File: config.mk
export PLATFORM = sky130hd
export DESIGN_NAME = wb_lsu_master_flat
export DESIGN_NICKNAME = d
export VERILOG_FILES = /design/src/rtl/wb_lsu_master_if.sv /design/src/rtl/wb_lsu_master.sv /design/src/flat_wrapper.sv
export SDC_FILE = /design/constraint.sdc
export NUM_CORES = 1
export LEC_CHECK = 0
export CAP_MARGIN = 20
export CORE_MARGIN = 1.5
export CORE_UTILIZATION = 48
export DETAILED_ROUTE_END_ITERATION = 8
export PLACE_DENSITY = 0.86
export SYNTH_ARGS = -nofsm -noshare
export SYNTH_HDL_FRONTEND = slang
export SYNTH_SLANG_ARGS = --single-unit
File: constraint.sdc
create_clock -name clk_i -period 3.9 [get_ports clk_i]
set_input_delay 0.39 -clock clk_i [delete_from_list [all_inputs] [get_ports clk_i]]
set_output_delay 0.39 -clock clk_i [all_outputs]
set_load 0.03 [all_outputs]
File: src/rtl/wb_lsu_master_if.sv
// Wishbone classic bus between wb_lsu_master and its slaves.
// Signal names are written from the master's side of the bus.
interface wb_lsu_master_if;
  logic        cyc_o;
  logic        stb_o;
  logic        we_o;
  logic [31:0] adr_o;
  logic [3:0]  sel_o;
  logic [31:0] dat_o;
  logic [31:0] dat_i;
  logic        ack_i;
  logic        err_i;
  logic        rty_i;

  modport master (
    output cyc_o, stb_o, we_o, adr_o, sel_o, dat_o,
    input  dat_i, ack_i, err_i, rty_i
  );

  modport slave (
    input  cyc_o, stb_o, we_o, adr_o, sel_o, dat_o,
    output dat_i, ack_i, err_i, rty_i
  );
endinterface

File: src/rtl/wb_lsu_master.sv
// Load/store front-end: one CPU request becomes one Wishbone classic cycle, with bounded retry.
// Optional bus timeout is compiled in with WB_LSU_MASTER_TIMEOUT_EN.
//
// state      | meaning
// IDLE       | ready for a request, bus idle
// BUS        | cyc/stb asserted, waiting for ack/err/rty
// BACKOFF    | one bus-idle cycle: before a re-issue, or pacing the error for a rejected request
// RESP       | one-cycle response strobe
module wb_lsu_master #(
  parameter int unsigned MAX_RETRIES    = 3,
  parameter int unsigned TIMEOUT_CYCLES = 16
) (
  input  logic            clk_i,
  input  logic            rst_ni,
  input  logic            req_valid_i,
  output logic            req_ready_o,
  input  logic            req_we_i,
  input  logic [31:0]     req_addr_i,
  input  logic [1:0]      req_size_i,
  input  logic            req_unsigned_i,
  input  logic [31:0]     req_wdata_i,
  output logic            rsp_valid_o,
  output logic [31:0]     rsp_rdata_o,
  output logic            rsp_err_o,
  wb_lsu_master_if.master wb
);

  localparam int unsigned RTY_W = (MAX_RETRIES > 0) ? $clog2(MAX_RETRIES + 1) : 1;

  typedef enum logic [1:0] {ST_IDLE, ST_BUS, ST_BACKOFF, ST_RESP} state_e;

  state_e           state;
  logic [RTY_W-1:0] rty_cnt;
  logic [1:0]       lane_q;
  logic [1:0]       size_q;
  logic             uns_q;
  logic             fault_q;

  logic             req_bad;
  logic [3:0]       sel_nxt;
  logic [31:0]      dat_nxt;
  logic [7:0]       byte_lane;
  logic [15:0]      half_lane;
  logic [31:0]      ld_ext;
  logic             bus_timeout;
  logic             bus_done;
  logic             bus_fail;
  logic             bus_retry;

  always_comb begin
    req_bad = 1'b0;
    case (req_size_i)
      2'b00:   req_bad = 1'b0;
      2'b01:   req_bad = req_addr_i[0];
      2'b10:   req_bad = |req_addr_i[1:0];
      default: req_bad = 1'b1;
    endcase
  end

  always_comb begin
    sel_nxt = 4'b1111;
    dat_nxt = req_wdata_i;
    case (req_size_i)
      2'b00: begin
        sel_nxt = 4'b0001 << req_addr_i[1:0];
        dat_nxt = {4{req_wdata_i[7:0]}};
      end
      2'b01: begin
        sel_nxt = req_addr_i[1] ? 4'b1100 : 4'b0011;
        dat_nxt = {2{req_wdata_i[15:0]}};
      end
      default: begin
        sel_nxt = 4'b1111;
        dat_nxt = req_wdata_i;
      end
    endcase
  end

  // dat_i is only meaningful while ack_i is high; ld_ext is captured only then.
  always_comb begin
    byte_lane = wb.dat_i[7:0];
    case (lane_q)
      2'd0:    byte_lane = wb.dat_i[7:0];
      2'd1:    byte_lane = wb.dat_i[15:8];
      2'd2:    byte_lane = wb.dat_i[23:16];
      default: byte_lane = wb.dat_i[31:24];
    endcase
    half_lane = lane_q[1] ? wb.dat_i[31:16] : wb.dat_i[15:0];
    case (size_q)
      2'b00:   ld_ext = {{24{~uns_q & byte_lane[7]}}, byte_lane};
      2'b01:   ld_ext = {{16{~uns_q & half_lane[15]}}, half_lane};
      default: ld_ext = wb.dat_i;
    endcase
  end

`ifdef WB_LSU_MASTER_TIMEOUT_EN
  localparam int unsigned TMO_W   = (TIMEOUT_CYCLES > 1) ? $clog2(TIMEOUT_CYCLES) : 1;
  localparam int unsigned TMO_TOP = (TIMEOUT_CYCLES > 0) ? TIMEOUT_CYCLES - 1 : 0;

  logic [TMO_W-1:0] tmo_cnt;

  // Preloaded whenever not in BUS, so every entry (including after BACKOFF) starts fresh.
  always_ff @(posedge clk_i or negedge rst_ni) begin
    if (!rst_ni) begin
      tmo_cnt <= '0;
    end else if (state != ST_BUS) begin
      tmo_cnt <= TMO_W'(TMO_TOP);
    end else if (tmo_cnt != '0) begin
      tmo_cnt <= tmo_cnt - 1'b1;
    end
  end

  assign bus_timeout = (state == ST_BUS) && (tmo_cnt == '0);
`else
  assign bus_timeout = 1'b0;
`endif

  // Terminations outrank the timeout; among terminations err > ack > rty.
  always_comb begin
    bus_done  = 1'b0;
    bus_fail  = 1'b0;
    bus_retry = 1'b0;
    if (wb.err_i) begin
      bus_done = 1'b1;
      bus_fail = 1'b1;
    end else if (wb.ack_i) begin
      bus_done = 1'b1;
    end else if (wb.rty_i) begin
      if (rty_cnt < RTY_W'(MAX_RETRIES)) begin
        bus_retry = 1'b1;
      end else begin
        bus_done = 1'b1;
        bus_fail = 1'b1;
      end
    end else if (bus_timeout) begin
      bus_done = 1'b1;
      bus_fail = 1'b1;
    end
  end

  always_ff @(posedge clk_i or negedge rst_ni) begin
    if (!rst_ni) begin
      state       <= ST_IDLE;
      req_ready_o <= 1'b0;
      rsp_valid_o <= 1'b0;
      rsp_rdata_o <= '0;
      rsp_err_o   <= 1'b0;
      wb.cyc_o    <= 1'b0;
      wb.stb_o    <= 1'b0;
      wb.we_o     <= 1'b0;
      wb.adr_o    <= '0;
      wb.sel_o    <= '0;
      wb.dat_o    <= '0;
      rty_cnt     <= '0;
      lane_q      <= '0;
      size_q      <= '0;
      uns_q       <= 1'b0;
      fault_q     <= 1'b0;
    end else begin
      case (state)
        ST_IDLE: begin
          req_ready_o <= 1'b1;
          if (req_valid_i && req_ready_o) begin
            req_ready_o <= 1'b0;
            lane_q      <= req_addr_i[1:0];
            size_q      <= req_size_i;
            uns_q       <= req_unsigned_i;
            if (req_bad) begin
              fault_q <= 1'b1;
              state   <= ST_BACKOFF;
            end else begin
              wb.cyc_o <= 1'b1;
              wb.stb_o <= 1'b1;
              wb.we_o  <= req_we_i;
              wb.adr_o <= {req_addr_i[31:2], 2'b00};
              wb.sel_o <= sel_nxt;
              wb.dat_o <= dat_nxt;
              state    <= ST_BUS;
            end
          end
        end

        ST_BUS: begin
          if (bus_done) begin
            rsp_valid_o <= 1'b1;
            rsp_err_o   <= bus_fail;
            rsp_rdata_o <= (bus_fail || wb.we_o) ? '0 : ld_ext;
            wb.cyc_o    <= 1'b0;
            wb.stb_o    <= 1'b0;
            wb.we_o     <= 1'b0;
            wb.adr_o    <= '0;
            wb.sel_o    <= '0;
            wb.dat_o    <= '0;
            rty_cnt     <= '0;
            state       <= ST_RESP;
          end else if (bus_retry) begin
            rty_cnt  <= rty_cnt + 1'b1;
            wb.cyc_o <= 1'b0;
            wb.stb_o <= 1'b0;
            state    <= ST_BACKOFF;
          end
        end

        ST_BACKOFF: begin
          if (fault_q) begin
            fault_q     <= 1'b0;
            rsp_valid_o <= 1'b1;
            rsp_err_o   <= 1'b1;
            rsp_rdata_o <= '0;
            state       <= ST_RESP;
          end else begin
            wb.cyc_o <= 1'b1;
            wb.stb_o <= 1'b1;
            state    <= ST_BUS;
          end
        end

        ST_RESP: begin
          rsp_valid_o <= 1'b0;
          rsp_err_o   <= 1'b0;
          rsp_rdata_o <= '0;
          rty_cnt     <= '0;
          req_ready_o <= 1'b1;
          state       <= ST_IDLE;
        end

        default: state <= ST_IDLE;
      endcase
    end
  end

endmodule
File: src/flat_wrapper.sv
// flat-port wrapper written by rule: the top's interface ports become plain ports
module wb_lsu_master_flat 
#(
  parameter int unsigned MAX_RETRIES    = 3,
  parameter int unsigned TIMEOUT_CYCLES = 16
)
  (clk_i, rst_ni, req_valid_i, req_ready_o, req_we_i, req_addr_i, req_size_i, req_unsigned_i, req_wdata_i, rsp_valid_o, rsp_rdata_o, rsp_err_o, wb_cyc_o, wb_stb_o, wb_we_o, wb_adr_o, wb_sel_o, wb_dat_o, wb_dat_i, wb_ack_i, wb_err_i, wb_rty_i);
  wb_lsu_master_if wb_i ();
  input  logic clk_i;
  input  logic rst_ni;
  input  logic req_valid_i;
  output logic req_ready_o;
  input  logic req_we_i;
  input  logic [31:0] req_addr_i;
  input  logic [1:0] req_size_i;
  input  logic req_unsigned_i;
  input  logic [31:0] req_wdata_i;
  output logic rsp_valid_o;
  output logic [31:0] rsp_rdata_o;
  output logic rsp_err_o;
  output wire logic [$bits(wb_i.cyc_o)-1:0] wb_cyc_o;
  output wire logic [$bits(wb_i.stb_o)-1:0] wb_stb_o;
  output wire logic [$bits(wb_i.we_o)-1:0] wb_we_o;
  output wire logic [$bits(wb_i.adr_o)-1:0] wb_adr_o;
  output wire logic [$bits(wb_i.sel_o)-1:0] wb_sel_o;
  output wire logic [$bits(wb_i.dat_o)-1:0] wb_dat_o;
  input wire logic [$bits(wb_i.dat_i)-1:0] wb_dat_i;
  input wire logic [$bits(wb_i.ack_i)-1:0] wb_ack_i;
  input wire logic [$bits(wb_i.err_i)-1:0] wb_err_i;
  input wire logic [$bits(wb_i.rty_i)-1:0] wb_rty_i;
  assign wb_cyc_o = wb_i.cyc_o;
  assign wb_stb_o = wb_i.stb_o;
  assign wb_we_o = wb_i.we_o;
  assign wb_adr_o = wb_i.adr_o;
  assign wb_sel_o = wb_i.sel_o;
  assign wb_dat_o = wb_i.dat_o;
  assign wb_i.dat_i = wb_dat_i;
  assign wb_i.ack_i = wb_ack_i;
  assign wb_i.err_i = wb_err_i;
  assign wb_i.rty_i = wb_rty_i;
  wb_lsu_master #(.MAX_RETRIES(MAX_RETRIES), .TIMEOUT_CYCLES(TIMEOUT_CYCLES)) u_core (.clk_i(clk_i), .rst_ni(rst_ni), .req_valid_i(req_valid_i), .req_ready_o(req_ready_o), .req_we_i(req_we_i), .req_addr_i(req_addr_i), .req_size_i(req_size_i), .req_unsigned_i(req_unsigned_i), .req_wdata_i(req_wdata_i), .rsp_valid_o(rsp_valid_o), .rsp_rdata_o(rsp_rdata_o), .rsp_err_o(rsp_err_o), .wb(wb_i));
endmodule
# After elaboration in Yosys (flattened, before gate mapping)
# Index checks and enable logic that the tools add are counted.
[totals]
reg_bits = 115
inputBits = 106
output_inout_bits = 106
[classes]
addsub = 1
n_lt_le_gt_ge = 1
eq_ne = 15
shifts = 1
n_mux = 61
bitwise = 3
n_reduce_logical = 20
[op_table]
columns = ["op", "n"]
rows = [
  ["two-way mux 32 bit", 8],
  ["case mux 32 bit (2 select lines)", 4],
  ["case mux 32 bit (3 select lines)", 1],
  ["two-way mux 1 bit", 24],
  ["case mux 8 bit (3 select lines)", 1],
  ["two-way mux 16 bit", 1],
  ["two-way mux 4 bit", 4],
  ["case mux 4 bit (2 select lines)", 2],
  ["two-way mux 2 bit", 7],
  ["case mux 1 bit (3 select lines)", 4],
  ["== test 2 x 1 -> 1 bit, second input constant", 4],
  ["== test 2 bit, second input constant", 4],
  ["zero test 2 bit", 4],
  ["inequality test 2 x 1 -> 1 bit, second input constant", 4],
  ["case mux 2 bit (4 select lines)", 1],
  ["nonzero test 2 bit", 4],
  ["case mux 1 bit (2 select lines)", 3],
  ["AND reduction 2 bit", 3],
  ["AND reduction 3 bit", 2],
  ["nonzero test 3 bit", 2],
  ["AND reduction 5 bit", 1],
  ["inequality test 2 bit, second input constant", 2],
  ["case mux 2 bit (2 select lines)", 1],
  ["AND reduction 4 bit", 1],
  ["other kinds (9)", 10],
]

# Depth between registers and ports, before layout
# Gate-level depths: netlist of the first run.
[logic_depth]
word_depth = 9
ltp_mapped = 8

# Worst setup path before layout of the first run
# Ideal clock, no wire load.
[synth_timing]
kind = "register to register"
start = "register u_core.state[0]"
end = "register u_core.rsp_rdata_o[14]"
setup_time_ns = 0.066
arrival_ns = 1.953
t_required_ns = 3.834
setup_slack_ns = 1.881
stages_incl_launch_ff = 9
synth_period_minus_slack_ns = 2.019
cell_sequence = "dfrtp_1 > inv_1 > ha_1 > or4_4 > a211oi_2 > and2_1 > buf_6 > buf_12 > a32o_2"
[synth_between]
elab_chain_len = 3
word_cells_on_any_way = 8
cone_classes = "eq/ne: 5; mux: 1; reduce/logical: 2"
[synth_lines]
columns = ["element", "line", "rtl"]
rows = [
  ["start: declaration", "wb_lsu_master.sv:32", "state_e state;"],
  ["start signal: assignment", "wb_lsu_master.sv:143", "state <= ST_IDLE;"],
  ["start signal: assignment", "wb_lsu_master.sv:170", "state <= ST_BACKOFF;"],
  ["start signal: assignment", "wb_lsu_master.sv:178", "state <= ST_BUS;"],
  ["== test 2 bit / == test 2 x 1 -> 1 bit (equally long branches)", "wb_lsu_master.sv:160", "case (state)"],
  ["inequality test 2 x 1 -> 1 bit (no line) / nonzero test 3 bit (equally long branches)", "--", ""],
  ["AND reduction 3 bit (no line)", "--", ""],
  ["end signal: assignment", "wb_lsu_master.sv:187", "rsp_rdata_o <= (bus_fail || wb.we_o) ? '0 : ld_ext;"],
  ["end: declaration", "wb_lsu_master.sv:23", "output logic [31:0] rsp_rdata_o,"],
]
# Parallel ways exist; a longest one is shown, timed or not.
# A chain may end at the register's enable or synchronous reset.

# Worst setup path in the final report of the first run
[layout_timing]
start = "register u_core.state[0]"
end = "register u_core.rsp_rdata_o[8]"
# The elaborated chain is that of the path after synthesis.

==> run summary, run 1 <==
Outcome - complete, no violations
Simple-gate share of the synthesized area - 10.4%
CTS H-tree depth - 4
Post-synthesis xor/xnor area fraction - 0%
Reg2reg path depth - 6
Largest net degree at the start of global routing - 81
# DRC - 0
Final core occ - 73.1%
# diodes - 0
Hold crit path type - in2async
Synthesized flop and latch total - 113
Final net count - 799
TritonCTS Sinks - 113
Vias/cell - 5.83
Clk buf depth - 2
Iter 0 DRT Violations - 438
Fillers - 793
CTS resizes - 0
Sequential share of the synthesized area - 50.2%
Synth Instances - 489
Io pins - 212
Die ar. - 12400 µm²
Final hold slack - 0.359 ns
Cell taking the most area after synthesis - dfrtp_1
Power share of the clock group - 19.4%
Clock-pin slew on the worst setup and hold paths - 0.05 ns
Total grt overflow - 0
Setup slack, reg-to-reg - 1.25 ns
Measured slew at the worst slew-check pin - 0.731 ns
Final WL - 16600 µm
Req. time, crit path - 4.23 ns
Switching part of the total - 41.3%
Initial core utilization - 49.3%
First-pass GRT wire length - 26000 µm
Unrepaired setup endpoints after global routing - no
Hpwl dp - 11700 µm
Pre-CTS setup slack - 1.22 ns
CP max-delay cell - and2_1
Setup_tns - 0 ns
Avg Cell Area, Syn - 11.5 µm²
WS Path Type - reg2reg
Synth Warn # - 0
Initial antenna violation count - 0
Final GP Congestion - 0.880
Seq pwr share - 27.4%
VDD IR-drop max - 0.000612 V
Final Max Tran Viols - 0
Fmax - 377 MHz
Startpoint types - flip-flop
Critical path cell sequence - inv_1, ha_1, or4_4, a211oi_2, and2_1, a32o_2
Post-synthesis compound-gate area fraction - 21.2%
Global Route Usage Sum - 26.9%
Antenna-violating nets left - 0
Area Overhead vs Synth - 48.2%
Core Area - 11400 µm²
Total internal power - 4.38 mW
Hold Vio Cnt, Final - 0
Via count - 4906
Area share of the largest cell type after synthesis - 50.2%
Post-synthesis mux area share - 11.9%
Post-synth top flop - dfrtp_1
R2R Path End - u_core.rsp_rdata_o[8]
CTS tree - built
Post-synth EDFFs - 0
Largest cells by area after synthesis - dfrtp_1, a22o_1, mux2_2, mux2i_1, mux4_2
Clock buffers created by TritonCTS - 17
Comb pwr share - 53.2%
Largest family of logic cells by synthesized area - compound AO/OA/AOI/OAI gates
Layout cells sized above 1 - 15.0%
Post-synthesis instance area - 5630 µm²
Final min period - 2.65 ns
Pleak - 3.63 nW
Setup violations, final - 0
Ys async rst share - 100%
Number of global-route vias before repair - 5002
Synth cell types - 55
Clock latency on the worst-skew pair - 0.41 ns
Die Ht - 111 µm
Worst-path maximum fanout - 16
Setup Skew - 0.00890 ns
Period utilization - 68.0%
Die width - 111 µm
Worst Path Arrival - 2.99 ns
MaxCap Viol Count - 0
Post-Synth Adder-Cell Area - 1.11%
Max stage delay on crit path - 0.64 ns
CTS Root Cell - clkbuf_16
FF-to-FF Start - u_core.state[0]
Crit. End Element - flip-flop
Pwr per Cell Area - 894 nW/µm²
PortBufs - 209
Max-Slew Margin vs Limit - 51.3%
Rows - 39
Pwr Total - 7.46 mW
Setup ws final - 1.25 ns
Switching power of the nets - 3.08 mW
First-pass DRT Iterations - 5
Wire per inst - 19.7 µm
[per-layer routing]
| metal | routed length, µm | part of all wire [%] | GRT usage, % |
|---|---|---|---|
| met4 | 418 | 2.5 | 11.1 |
| met2 | 8150 | 49 | 45.5 |
| met5 | 0 | 0 | 0 |
| met1 | 6360 | 38 | 31.7 |
| met3 | 1690 | 10 | 8.75 |
[Yosys cell counts, types with 9 or more instances]
master and number:
nor2b_1 19, buf_2 10, inv_1 13, dfrtp_1 113
nor2_1 16, a22o_1 56, nor3_1 12, clkbuf_1 22
o21ai_2 10, nand2b_1 9, nand2_1 46, mux2i_1 22
o21ai_0 22, mux2_2 24
[critical path: cells and delay by family, from the launching register on]
kind | cells | cell delay (ns)
buf+inv | 1 | 0.08
compound gates | 2 | 0.58
flops | 1 | 0.37
simple gates | 2 | 1.21
fa+ha+maj | 1 | 0.35
[kinds of logic (layout without fill, tap and decap cells)]
| family | after synthesis | in the layout |
|---|---|---|
| AO/OA/AOI/OAI | 144 | 144 |
| AND/OR/NAND/NOR | 116 | 116 |
| flip-flops | 113 | 113 |
| buffers and inverters | 56 | 265 |
| multiplexers | 54 | 54 |
| adder cells (fa/ha/maj) | 5 | 5 |
| other | 1 | 2 |
[power groups by stage]
stage	logic [mW]	clock network, mW	registers, mW
6_report	3.97	1.45	2.04
5_1_grt	4.21	1.53	2.10
4_1_cts	3.98	1.48	2.04
3_5_place_dp	3.97	0	2.04
3_3_place_gp	3.86	0	2.03
2_1_floorplan	1.74	0	2.86
[flip-flops by register name, summed over array words and instances, names as in the netlist, 2 cells and up]
register,flops
u_core.state,2
u_core.wb.adr_o,30
u_core.rty_cnt,2
u_core.size_q,2
u_core.wb.sel_o,4
u_core.rsp_rdata_o,32
u_core.wb.dat_o,32
u_core.lane_q,2
[cell usage in the layout (no fill, tap or decap), types with 11 or more instances in the layout]
cell / synthesis / layout
clkdlybuf4s50_1: 0 / 208
dfrtp_1: 113 / 113
a22o_1: 56 / 56
nand2_1: 46 / 46
mux2_2: 24 / 24
o21ai_0: 22 / 22
mux2i_1: 22 / 22
nor2b_1: 19 / 19
clkbuf_16: 0 / 17
nor2_1: 16 / 16
inv_1: 13 / 13
buf_4: 3 / 12
nor3_1: 12 / 11
[metrics by stage]
| step | std cells | cell area, µm² |
|---|---|---|
| finish | 842 | 8350 |
| global route | 842 | 8350 |
| CTS | 840 | 8310 |
| detailed placement | 810 | 7750 |
| global placement | 810 | 7750 |
| floorplan | 490 | 5640 |
[area by class of cell]
cell class              instances  area (µm²)  share of cell area, %
clock inverters                 5        52.6                  0.629
inverters                      13        48.8                  0.585
clock buffers                  25         505                   6.06
flip-flops and latches        113        2830                   33.9
multi-input cells             321        2520                   30.2
well taps                     143         179                   2.14
repair buffers                222        2210                   26.5
[worst max-delay path by stage]
stage                         start  slack, ns                      to
finish              u_core.state[0]       1.25   u_core.rsp_rdata_o[8]
global route        u_core.state[0]       1.09     u_core.wb.dat_o[19]
CTS                 u_core.state[1]       1.27   u_core.rsp_rdata_o[9]
detailed placement    req_size_i[0]       1.22     u_core.wb.dat_o[23]
global placement           wb_err_i       1.30     u_core.wb.dat_o[19]
floorplan           u_core.state[0]       1.88  u_core.rsp_rdata_o[14]
[repair_timing]
item                                   in CTS  in global routing
endpoints found under the hold margin       0                  6
buffers inserted                            0                  0
hold buffers                                0                  1
Note: power is estimated with default switching activity, not from simulation.
==> run 2, diff against run 1 <==
--- a/config.mk
+++ b/config.mk
@@ -7,9 +7,9 @@
 export LEC_CHECK = 0
 export CAP_MARGIN = 20
 export CORE_MARGIN = 1.5
-export CORE_UTILIZATION = 48
+export CORE_UTILIZATION = 40
 export DETAILED_ROUTE_END_ITERATION = 8
-export PLACE_DENSITY = 0.86
+export PLACE_DENSITY = 0.77
 export SYNTH_ARGS = -nofsm -noshare
 export SYNTH_HDL_FRONTEND = slang
 export SYNTH_SLANG_ARGS = --single-unit
==> constraint.sdc (replaced) <==
create_clock -name clk_i -period 2.35 [get_ports clk_i]
set_input_delay 0.235 -clock clk_i [delete_from_list [all_inputs] [get_ports clk_i]]
set_output_delay 0.235 -clock clk_i [all_outputs]
set_load 0.03 [all_outputs]
==> run 2 against run 1 <==
Via count up 1.8%. Routed wire length up 3.0%. Utilization down 11 points. Design area up 2.4%. Setup slack worse by 1.1 ns. Highest routed layer unchanged.
==> run summary, run 2 (synthesis gave the netlist of run 1 again) <==
Core Area - 13800 µm²
Hold crit path type - in2async
Switching power of the nets - 5.29 mW
Final min period - 2.20 ns
Clock-pin slew on the worst setup and hold paths - 0.06 ns
Worst Path Arrival - 2.55 ns
Setup ws final - 0.147 ns
Wire per inst - 19.3 µm
WS Path Type - reg2reg
Iter 0 DRT Violations - 338
Commonest non-fill, non-tap cell in the layout - clkdlybuf4s50_1
Pleak - 3.69 nW
Unrepaired setup endpoints after global routing - no
Hpwl dp - 12300 µm
Final core occ - 61.8%
First-pass DRT Iterations - 7
Setup Buffers After CTS - 0
Crit. End Element - flip-flop
Via count - 4994
Switching part of the total - 41.2%
Most frequent cells in the layout - clkdlybuf4s50_1, dfrtp_1, a22o_1, nand2_1, mux2_2
Initial core utilization - 40.7%
Dpl cell area - 7930 µm²
# diodes - 0
Pwr per Cell Area - 1500 nW/µm²
TritonCTS Sinks - 113
Comb pwr share - 53.4%
VDD IR-drop max - 0.000704 V
Fillers - 1106
Register Area - 2830 µm²
Footprint of the multi-input gates - 2540 µm²
Period utilization - 93.7%
# DRC - 0
Setup slack, reg-to-reg - 0.15 ns
Setup_tns - 0 ns
Max-Slew Margin vs Limit - 61.8%
Die Ht - 122 µm
Setup violations, final - 0
Total internal power - 7.55 mW
Layout cells sized above 1 - 16.5%
Measured slew at the worst slew-check pin - 0.573 ns
Io pins - 212
Total grt overflow - 0
Vias/cell - 5.62
Die ar. - 14800 µm²
PortBufs - 209
Startpoint types - flip-flop
Antenna-violating nets left - 0
Largest net degree at the start of global routing - 49
Fin area - 8550 µm²
CTS H-tree depth - 4
FF-to-FF Start - u_core.state[0]
Seq pwr share - 26.6%
Fmax - 454 MHz
Hold Vio Cnt, Final - 0
Final GP Congestion - 0.860
CTS Root Cell - clkbuf_16
Worst-path maximum fanout - 16
MaxCap Viol Count - 0
Cell Count, Final, Fillers Out - 888
Initial antenna violation count - 0
Reg2reg path depth - 7
Power share of the clock group - 20.0%
Clock buffers created by TritonCTS - 17
R2R Path End - u_core.rsp_rdata_o[11]
Clock latency on the worst-skew pair - 0.41 ns
CTS tree - built
Setup Skew - 0.00930 ns
Outcome - complete, no violations
Number of global-route vias before repair - 5192
Top flop regs - u_core.rsp_rdata_o (32), u_core.wb.dat_o (32), u_core.wb.adr_o (30)
Area Overhead vs Synth - 51.8%
Clk buf depth - 2
First-pass GRT wire length - 27300 µm
Req. time, crit path - 2.70 ns
Placed insts - 856
Final Max Tran Viols - 0
Rows - 43
Global Route Usage Sum - 23.9%
Pre-CTS setup slack - 0.0274 ns
Final net count - 807
Final WL - 17100 µm
Die width - 122 µm
==> run 2: cell count changes in the layout (fill, tap and decap cells not counted), moves of 2 or more <==
| cell | delta |
|---|---|
| buf_12 | +5 |
| buf_4 | +3 |
| bufinv_16 | +2 |
| clkbuf_1 | -3 |
| clkbuf_8 | -5 |
| clkinv_4 | +2 |
| clkinvlp_4 | +5 |
==> run 2: metal layers <==
metal | part of all wire, % | wire length (µm) | vias to the layer above | track usage, %
li1 | - | - | 2229 | -
met2 | 47 | 8040 | 289 | 38.3
met3 | 10 | 1750 | 28 | 8.57
met1 | 40 | 6880 | 2448 | 29.4
met5 | 0 | 0 | - | 0
met4 | 2.6 | 440 | 0 | 9.71
==> run 2: worst max-delay path: stages, from the launching register on <==
cell and delay [ns]:
dfrtp_1 0.38, inv_1 0.10, ha_1 0.28, or4_4 0.57, a211oi_4 0.28, and2_1 0.18, buf_6 0.18, a32o_2 0.18
==> run 2: stage by stage <==
stage	power (mW)	hold slack, ns
floorplan	7.64	-0.0606
global placement	10.1	0.271
detailed placement	10.2	0.271
CTS	12.9	0.371
global route	13.5	0.413
finish	12.8	0.362
==> run 2: timing repair <==
item,CTS,global route
hold buffers,1,0
hold endpoints to repair,40,0
setup endpoints to repair,0,16
gates resized for setup,0,3
==> run 2: area by class of cell <==
class	instances	share of cell area [%]
sequential	113	33.1
multi-input combinational	321	29.7
timing repair buffer	230	27.1
clock buffer	17	4.98
tap	180	2.63
clock inverter	14	1.96
inverter	13	0.571
==> run 2: power by group through the flow <==
| stage | Clock (mW) | Sequential (mW) | Combinational [mW] |
|---|---|---|---|
| 2_1_floorplan | 0 | 4.75 | 2.89 |
| 3_3_place_gp | 0 | 3.40 | 6.69 |
| 3_5_place_dp | 0 | 3.41 | 6.83 |
| 4_1_cts | 2.61 | 3.42 | 6.85 |
| 5_1_grt | 2.71 | 3.52 | 7.27 |
| 6_report | 2.57 | 3.42 | 6.86 |
==> run 2: worst max path at each step <==
stage                    startpoint                     end  slack (ns)  cells after the start
floorplan           u_core.state[0]  u_core.rsp_rdata_o[14]        0.33                      8
global placement    u_core.state[0]  u_core.rsp_rdata_o[19]        0.11                      6
detailed placement  u_core.state[0]  u_core.rsp_rdata_o[16]        0.03                      6
CTS                 u_core.state[0]  u_core.rsp_rdata_o[16]      0.0006                      6
global route        u_core.state[0]  u_core.rsp_rdata_o[31]        0.03                      6
finish              u_core.state[0]  u_core.rsp_rdata_o[11]        0.15                      7
